--- src/rtl/t_clk_divn_pkg.sv ---
// t_clk_divn_pkg: shared state encoding and divide-ratio helpers for the clock-enable divider.
package t_clk_divn_pkg;
  typedef enum logic [1:0] {RUN, CHECK, DONE} state_t;
  function automatic int div_of(input int div_base, input int ch);
    return (ch + 1) * div_base;
  endfunction
  function automatic int exp_count(input int check_cycles, input int div_base, input int ch);
    return check_cycles / div_of(div_base, ch);
  endfunction
endpackage

--- src/rtl/t_clk_divn_chan.sv ---
// t_clk_divn_chan: one divider channel with prescaler, level toggle and saturating tick counter.
module t_clk_divn_chan #(
  parameter int N     = 2,
  parameter int WIDTH = 8
) (
  input  logic             clk,
  input  logic             reset_l,
  input  logic             clr,
  input  logic             en,
  output logic             tick,
  output logic             level,
  output logic [WIDTH-1:0] count
);
  localparam int PW = N > 1 ? $clog2(N) : 1;
  logic [PW-1:0] pre_q, pre_d;
  logic tick_q, tick_d, level_q, level_d, wrap;
  logic [WIDTH-1:0] cnt_q, cnt_d;
  always_comb begin
    wrap    = en && pre_q == PW'(N - 1);
    pre_d   = (clr || wrap) ? '0 : en ? pre_q + 1'b1 : pre_q;
    tick_d  = wrap && !clr;
    level_d = clr ? 1'b0 : level_q ^ wrap;
    cnt_d   = clr ? '0 : (wrap && cnt_q != '1) ? cnt_q + 1'b1 : cnt_q;
  end
  always_ff @(posedge clk) begin
    if (!reset_l) begin
      pre_q   <= '0;
      tick_q  <= 1'b0;
      level_q <= 1'b0;
      cnt_q   <= '0;
    end else begin
      pre_q   <= pre_d;
      tick_q  <= tick_d;
      level_q <= level_d;
      cnt_q   <= cnt_d;
    end
  end
  assign tick  = tick_q;
  assign level = level_q;
  assign count = cnt_q;
endmodule

--- src/rtl/t_clk_divn.sv ---
// t_clk_divn: divided tick enables with a self-checking tick counter; T_CLK_DIVN_TRACE_EN adds $write tracing.
module t_clk_divn
  import t_clk_divn_pkg::*;
#(
  parameter int CHANNELS     = 4,
  parameter int DIV_BASE     = 2,
  parameter int WIDTH        = 8,
  parameter int CHECK_CYCLES = 48,
  localparam int FW = CHANNELS > 1 ? $clog2(CHANNELS) : 1
) (
  input  logic                clk,
  input  logic                reset_l,
  input  logic                start,
  input  logic [CHANNELS-1:0] hold,
  output logic [CHANNELS-1:0] ch_tick,
  output logic [CHANNELS-1:0] ch_level,
  output logic                busy,
  output logic                passed,
  output logic                failed,
  output logic [FW-1:0]       fail_ch
);
  localparam int CW = $clog2(CHECK_CYCLES + 1);
  state_t state_q, state_d;
  logic [CW-1:0] cyc_q, cyc_d;
  logic [FW-1:0] idx_q, idx_d, fail_ch_q, fail_ch_d;
  logic err_q, err_d, passed_q, passed_d, failed_q, failed_d, busy_q, busy_d;
  logic run, clr, mis, last;
  logic [WIDTH-1:0] cnt [CHANNELS];
  logic [WIDTH-1:0] exp_cnt [CHANNELS];
  for (genvar g = 0; g < CHANNELS; g++) begin : g_ch
    t_clk_divn_chan #(.N(div_of(DIV_BASE, g)), .WIDTH(WIDTH)) u_chan (
      .clk,
      .reset_l,
      .clr,
      .en   (run && !hold[g]),
      .tick (ch_tick[g]),
      .level(ch_level[g]),
      .count(cnt[g])
    );
    assign exp_cnt[g] = WIDTH'(exp_count(CHECK_CYCLES, DIV_BASE, g));
  end
  always_comb begin
    run       = state_q == RUN;
    clr       = state_q == DONE && start;
    last      = idx_q == FW'(CHANNELS - 1);
    mis       = state_q == CHECK && cnt[idx_q] != exp_cnt[idx_q];
    cyc_d     = clr ? '0 : run ? cyc_q + 1'b1 : cyc_q;
    state_d   = clr ? RUN
              : (run && cyc_q == CW'(CHECK_CYCLES - 1)) ? CHECK
              : (state_q == CHECK && last) ? DONE : state_q;
    idx_d     = clr ? '0 : (state_q == CHECK && !last) ? idx_q + 1'b1 : idx_q;
    err_d     = clr ? 1'b0 : err_q | mis;
    fail_ch_d = clr ? '0 : (mis && !err_q) ? idx_q : fail_ch_q;
    passed_d  = clr ? 1'b0 : (state_q == CHECK && last) ? !(err_q || mis) : passed_q;
    failed_d  = clr ? 1'b0 : (state_q == CHECK && last) ? (err_q || mis) : failed_q;
    busy_d    = state_d != DONE;
  end
  always_ff @(posedge clk) begin
    if (!reset_l) begin
      state_q   <= RUN;
      cyc_q     <= '0;
      idx_q     <= '0;
      err_q     <= 1'b0;
      fail_ch_q <= '0;
      passed_q  <= 1'b0;
      failed_q  <= 1'b0;
      busy_q    <= 1'b1;
    end else begin
      state_q   <= state_d;
      cyc_q     <= cyc_d;
      idx_q     <= idx_d;
      err_q     <= err_d;
      fail_ch_q <= fail_ch_d;
      passed_q  <= passed_d;
      failed_q  <= failed_d;
      busy_q    <= busy_d;
    end
  end
`ifdef T_CLK_DIVN_TRACE_EN
  always_ff @(posedge clk) begin
    if (reset_l) begin
      if (clr) $write("[%0t] t_clk_divn: Running\n", $time);
      if (mis) $write("[%0t] t_clk_divn: Failed ch=%0d exp=%0d got=%0d\n", $time, idx_q, exp_cnt[idx_q], cnt[idx_q]);
      if (state_q == CHECK && last && !(err_q || mis)) $write("[%0t] t_clk_divn: Passed\n", $time);
      if (state_q == CHECK && last && (err_q || mis))
        $write("[%0t] t_clk_divn: Failed ch=%0d exp=%0d got=%0d\n", $time, fail_ch_d, exp_cnt[fail_ch_d], cnt[fail_ch_d]);
    end
  end
`endif
  assign busy    = busy_q;
  assign passed  = passed_q;
  assign failed  = failed_q;
  assign fail_ch = fail_ch_q;
endmodule

--- config.mk ---
export PLATFORM = sky130hd
export DESIGN_NAME = t_clk_divn
export DESIGN_NICKNAME = d
export VERILOG_FILES = /design/src/rtl/t_clk_divn_pkg.sv /design/src/rtl/t_clk_divn_chan.sv /design/src/rtl/t_clk_divn.sv
export SDC_FILE = /design/constraint.sdc
export NUM_CORES = 1
export LEC_CHECK = 0
export CAP_MARGIN = 20
export CORE_UTILIZATION = 32
export DETAILED_ROUTE_END_ITERATION = 10
export SYNTH_ARGS = -nofsm -noshare
export SYNTH_HDL_FRONTEND = slang
export SYNTH_SLANG_ARGS = --single-unit
--- constraint.sdc ---
create_clock -name clk -period 3.38 [get_ports clk]
set_input_delay 0.676 -clock clk [delete_from_list [all_inputs] [get_ports clk]]
set_output_delay 0.676 -clock clk [all_outputs]
set_load 0.05 [all_outputs]
# After elaboration in Yosys (flattened, before gate mapping)

Cells that the tools add are included.

Bits of input ports: 7
Output and inout bits: 13
Bits in registers: 65
Logic and storage cells: 105

Bitwise operators: 7
Mux-type cells: 9
Reduce and logical (&&, ||, !) cells: 41
Order comparisons: 1
Add/subtract/negate cells: 10
Equal/unequal tests: 13

Operators with widths:

| kind                                                                  | count |
|---|---|
| 8-bit by 1-bit adder with 8-bit output, second input constant         | 4 |
| 8-bit binary-select mux with 2-bit select                             | 2 |
| 8-bit two-way mux                                                     | 4 |
| 8-bit inequality test, second input constant                          | 4 |
| 1-bit logical AND                                                     | 22 |
| 2-bit OR reduction                                                    | 5 |
| 1-bit zero test                                                       | 8 |
| 8-bit inequality test                                                 | 1 |
| 3-bit by 1-bit adder with 3-bit output, second input constant         | 2 |
| 6-bit by 1-bit adder with 6-bit output, second input constant         | 1 |
| 2-bit equality test, second input constant                            | 3 |
| 3-bit equality test, second input constant                            | 2 |
| 6-bit equality test, second input constant                            | 1 |
| 2-bit two-way mux                                                     | 3 |
| 1-bit logical OR                                                      | 5 |
| 2-bit by 1-bit adder with 2-bit output, second input constant         | 2 |
| 1-bit bitwise XOR                                                     | 4 |
| 3-bit >= comparator, second input constant                            | 1 |
| 2-bit NOT with 3-bit output                                           | 1 |
| 2-bit by 1-bit equality test with 1-bit output, second input constant | 1 |
| 2-bit zero test                                                       | 1 |
| 2-bit inequality test, second input constant                          | 1 |
| 1-bit adder, second input constant                                    | 1 |
| 1-bit NOT                                                             | 1 |
| 1-bit bitwise OR                                                      | 1 |

# Longest topological paths before layout

Depth after elaboration: 8
Depth in mapped cells: 7
Gate-level depth less buffers: 6

# Modules after synthesis

A second synthesis with hierarchy kept.

Cell total of the unflattened synthesis: 358
Area total of the unflattened synthesis: 3188.1 um2

By module, submodules not included:

| module                            | area each (um2) | instances | cells an instance |
|---|---|---|---|
| t_clk_divn                        | 893.4           | 1         | 103 |
| t_clk_divn_chan at g_ch[3].u_chan | 635.6           | 1         | 68 |
| t_clk_divn_chan at g_ch[2].u_chan | 600.6           | 1         | 71 |
| t_clk_divn_chan at g_ch[1].u_chan | 554.3           | 1         | 60 |
| t_clk_divn_chan at g_ch[0].u_chan | 504.2           | 1         | 56 |

# Least setup slack after synthesis

No wires, ideal clock.

Kind: register to register
From: reg idx_q[1]
To: reg failed_q, in the netlist failed
Path slack: 1.382 ns
Stages on the path, launching flop included: 7
Period minus slack after synthesis: 1.998 ns
Path buffers: 1
Arrival time: 1.882 ns
Data required time: 3.264 ns
Cells stage by stage: dfxtp_1 > buf_6 > mux4_2 > xnor2_1 > a2111oi_4 > nand3_2 > o211a_1

Word-level cells in the longest chain between the ends: 7
Elaborated cells on any way between the ends: 12

Ends and longest elaborated chain:

| element                                              | line             | source |
|---|---|---|
| from (decl)                                          | t_clk_divn.sv:25 | `logic [FW-1:0] idx_q, idx_d, fail_ch_q, fail_ch_d;` |
| from (signal assigned)                               | t_clk_divn.sv:71 | `idx_q <= idx_d;` |
| 2-bit NOT with 3-bit output (implied by the code)    | t_clk_divn.sv:46 | `mis = state_q == CHECK && cnt[idx_q] != exp_cnt[idx_q];` |
| 8-bit binary-select mux with 2-bit select            | t_clk_divn.sv:46 |  |
| 8-bit two-way mux (implied by the code) (2 in a row) | t_clk_divn.sv:46 |  |
| 8-bit inequality test                                | t_clk_divn.sv:46 |  |
| 1-bit logical AND                                    | t_clk_divn.sv:46 |  |
| 1-bit logical OR                                     | t_clk_divn.sv:55 | `failed_d = clr ? 1'b0 : (state_q == CHECK && last) ? (err_q \|\| mis) : failed_q;` |
| to (signal assigned)                                 | t_clk_divn.sv:75 | `failed_q <= failed_d;` |
| to (decl)                                            | t_clk_divn.sv:26 | `logic err_q, err_d, passed_q, passed_d, failed_q, failed_d, busy_q, busy_d;` |

Parallel ways exist; a longest one is shown, timed or not. The select of a mux whose other input is x is not followed.
A chain may end at the register's enable or synchronous reset.

# Final worst setup path

Same ends and word-level chain as after synthesis.

==> Flow_metrics.wiki <==
{| class="wikitable"
! Metric !! Value
|-
| Run status || complete, no violations
|-
| Number of enable flip-flop cells after synthesis || 0
|-
| Overflow after GRT || 0
|-
| Synthesis-to-finish area growth || 15.7%
|-
| Synthesized area || 0.00307 mm2
|-
| CTS sink cnt || 65
|-
| Worst slack at placement || 0.729 ns
|-
| Leading area contributor after synthesis || sky130_fd_sc_hd__dfxtp_1
|-
| Pwr/cell area || 452 mW/mm2
|-
| Final design utilization || 38.2%
|-
| Arr. time, crit path || 2.59 ns
|-
| Initial DRC count || 134
|-
| Maximum fanout encountered on the critical timing path || 13
|-
| Number of gates given a new drive strength after cts || 0
|-
| Largest cells by area after synthesis || sky130_fd_sc_hd__dfxtp_1, sky130_fd_sc_hd__nor2_1, sky130_fd_sc_hd__xnor2_1
|-
| Hold Worst Slack || 0.463 ns
|-
| Antenna diode count || 0
|-
| Via count of the first global-routing pass || 2138
|-
| H-tree lvl count || 3
|-
| Number of max-slew violations in the final report || 0
|-
| Nature of the critical path endpoint || flop
|-
| Global routing usage on met2 || 19.4%
|-
| Via count of the routed design || 2301
|-
| Total Nets Final || 365
|-
| Hold-fix buffer count after cts || 0
|-
| Synth Area per Inst || 9.24 um2
|-
| Overall routed net length || 5980 um
|-
| Share of cells above drive strength 1 || 8.29%
|-
| Global-route wire length before repair || 10300 um
|-
| Wirelength per Cell || 12.5 um
|-
| Peak-usage layer in the global routing report || met2
|-
| Post-DRT Antenna Nets || 0
|-
| Detailed-routing iteration count for the pre-antenna-repair pass || 4
|-
| # fillers || 964
|-
| Effective utilization at floorplan || 33.0%
|-
| Type of the setup path with the least slack || flop to flop
|-
| Leading register cell type out of synthesis || sky130_fd_sc_hd__dfxtp_1
|-
| Total global-route track usage || 13.3%
|-
| Pin slew with the least headroom to its limit || 0.728 ns
|-
| Ordered list of cells on the worst path || mux4_1 -> xor2_1 -> a2111oi_4 -> nand3_2 -> o211a_1
|-
| Die height || 99.9 um
|-
| Antenna violations before repair || 0
|-
| Top-area cell type share of the netlist area || 42.4%
|-
| Final hold vios || 0
|-
| Worst-path cell with the longest stage delay || sky130_fd_sc_hd__dfxtp_1
|-
| Post-CTS setup buffer count || 0
|-
| Flop and latch count out of synthesis || 65
|-
| Gate family responsible for the most delay along the worst path || flip-flops
|-
| GR met1 Demand/Resource || 18.1%
|-
| Data required time at the worst endpoint || 3.62 ns
|-
| CTS buffer count || 9
|-
| Number of nets produced by synthesis || 352
|-
| Worst-case vdd ir drop || 219 uV
|-
| Classification of the worst-slack hold path || flop to flop
|-
| Total die area || 0.00998 mm2
|-
| Proportion of register bits with asynchronous set or reset after synthesis || 0%
|-
| Normalized max-slew margin || 51.4%
|-
| Post-route setup slack || 1.02 ns
|-
| Num ports || 20
|-
| Via-per-instance ratio || 4.80
|-
| Final sum of negative setup slack || 0 ns
|-
| Count of port buffers added during placement || 19
|-
| Critical path launch point type || flop
|-
| TritonCTS clock tree || built
|-
| Highest attainable clock frequency || 424 MHz
|-
| Largest net degree at the start of global routing || 26
|-
| DP Wirelength || 4140 um
|-
| Sequential fraction of the synthesis area || 42.4%
|-
| Site row count || 35
|-
| Clock Tree Buf Depth || 2
|-
| RSZ-0062 raised after global routing || false
|-
| Max cap viols || 0
|-
| Horizontal die dimension || 99.9 um
|-
| Clock transition time at the flip-flop clock pins of the worst setup and hold paths || 0.08 ns
|-
| Clock latency reported for the late side of the worst-skew pair || 0.34 ns
|-
| Number of different library cells in the post-synthesis netlist || 48
|-
| Share of the clock period used by the worst path after layout || 69.7%
|-
| Static Leakage || 1.25 nW
|-
| Met3 GRT Util || 4.25%
|-
| Clock tree root driver cell || sky130_fd_sc_hd__clkbuf_8
|-
| Post-layout minimum cycle time || 2.36 ns
|-
| Largest stage delay on the critical path || 0.66 ns
|-
| Routability congestion estimate || 0.792
|-
| Worst Clk Skew || 0.0114 ns
|-
| Area of the core || 0.00928 mm2
|-
| WP buf/inv || 0
|-
| Total setup violations reported at the end of the flow || 0
|-
| Number of warnings reported in the yosys synthesis log || 0
|-
| DR DRC count || 0
|-
| Mapped Cells || 332
|}
==> path summary, 6_finish.rpt <==
kind	from	end	slack [ns]	depth (start not counted)
min	passed	passed	0.46	2
min reg2reg	passed	passed	0.46	2
max reg2reg	idx_q[1]	failed	1.02	5
max	idx_q[1]	failed	1.02	5
==> worst reg2reg max path, cell delays in order, from the launching register on <==
cell                        delay (ns)
sky130_fd_sc_hd__dfxtp_1          0.66
sky130_fd_sc_hd__mux4_1           0.65
sky130_fd_sc_hd__xor2_1           0.18
sky130_fd_sc_hd__a2111oi_4        0.48
sky130_fd_sc_hd__nand3_2          0.15
sky130_fd_sc_hd__o211a_1          0.15
==> placed cells by master (no fill, tap or decap), types with 6 or more instances in the layout <==
cell type / netlist / final
sky130_fd_sc_hd__a21oi_1: 13 / 13
sky130_fd_sc_hd__clkbuf_8: 0 / 10
sky130_fd_sc_hd__clkdlybuf4s50_1: 0 / 19
sky130_fd_sc_hd__dfxtp_1: 65 / 65
sky130_fd_sc_hd__ha_1: 13 / 13
sky130_fd_sc_hd__inv_1: 6 / 6
sky130_fd_sc_hd__nand2_1: 25 / 24
sky130_fd_sc_hd__nand3_1: 10 / 10
sky130_fd_sc_hd__nand4_1: 9 / 9
sky130_fd_sc_hd__nor2_1: 55 / 55
sky130_fd_sc_hd__nor3_1: 7 / 7
sky130_fd_sc_hd__o21ai_0: 11 / 11
sky130_fd_sc_hd__xnor2_1: 22 / 22
sky130_fd_sc_hd__xor2_1: 18 / 18
==> power by group <==
part	switching (mW)	internal, mW
logic	0.0456	0.0342
clock network	0.298	0.435
registers	0.0121	0.780
total	0.356	1.25
==> state kept, by name, summed over array words and instances (netlist names), 2 cells and up <==
register,cells
g_ch.u_chan.count,32
g_ch.u_chan.pre_q,9
state_q,2
fail_ch,2
cyc_q,6
g_ch.u_chan.level,4
idx_q,2
g_ch.u_chan.tick,4
==> Yosys cell counts (5+ instances only) <==
cell,count
sky130_fd_sc_hd__a21oi_1,13
sky130_fd_sc_hd__ha_1,13
sky130_fd_sc_hd__xnor2_1,22
sky130_fd_sc_hd__nand2_1,25
sky130_fd_sc_hd__nand3_1,10
sky130_fd_sc_hd__nor4_1,5
sky130_fd_sc_hd__xor2_1,18
sky130_fd_sc_hd__nor2_1,55
sky130_fd_sc_hd__clkbuf_1,6
sky130_fd_sc_hd__o21ai_0,11
sky130_fd_sc_hd__nand4_1,9
sky130_fd_sc_hd__nor3_1,7
sky130_fd_sc_hd__buf_4,8
sky130_fd_sc_hd__inv_1,6
sky130_fd_sc_hd__dfxtp_1,65
==> stage by stage <==
stage / cell area [um2] / power [mW] / cells
floorplan: 3070 / 0.866 / 332
global placement: 3330 / 0.886 / 463
detailed placement: 3330 / 0.890 / 463
CTS: 3550 / 1.63 / 479
global route: 3550 / 1.67 / 479
finish: 3550 / 1.61 / 479
==> cells by family after synthesis <==
| family | Yosys count | share of synthesized area, % |
|---|---|---|
| xor+xnor | 40 | 11.4 |
| mux | 7 | 3.63 |
| compound gates | 39 | 9.38 |
| flops | 65 | 42.4 |
| fa+ha+maj | 13 | 5.30 |
| simple gates | 143 | 23.6 |
| buf+inv | 25 | 4.28 |
==> final cells by class <==
class | count | area [um2] | area share [%]
well taps | 129 | 161 | 4.55
clock inverters | 5 | 78.8 | 2.22
multi-input cells | 242 | 1640 | 46.2
repair buffers | 21 | 205 | 5.78
clock buffers | 11 | 141 | 3.98
flip-flops and latches | 65 | 1300 | 36.7
inverters | 6 | 22.5 | 0.635
==> routing by layer <==
metal	vias to the layer above	share of wire, %	wire [um]
met3	5	4.3	257
met5	-	0	0
met4	0	1.5	87
li1	1173	-	-
met2	42	43	2550
met1	1081	52	3080
Note: power is estimated with default switching activity, not from simulation.
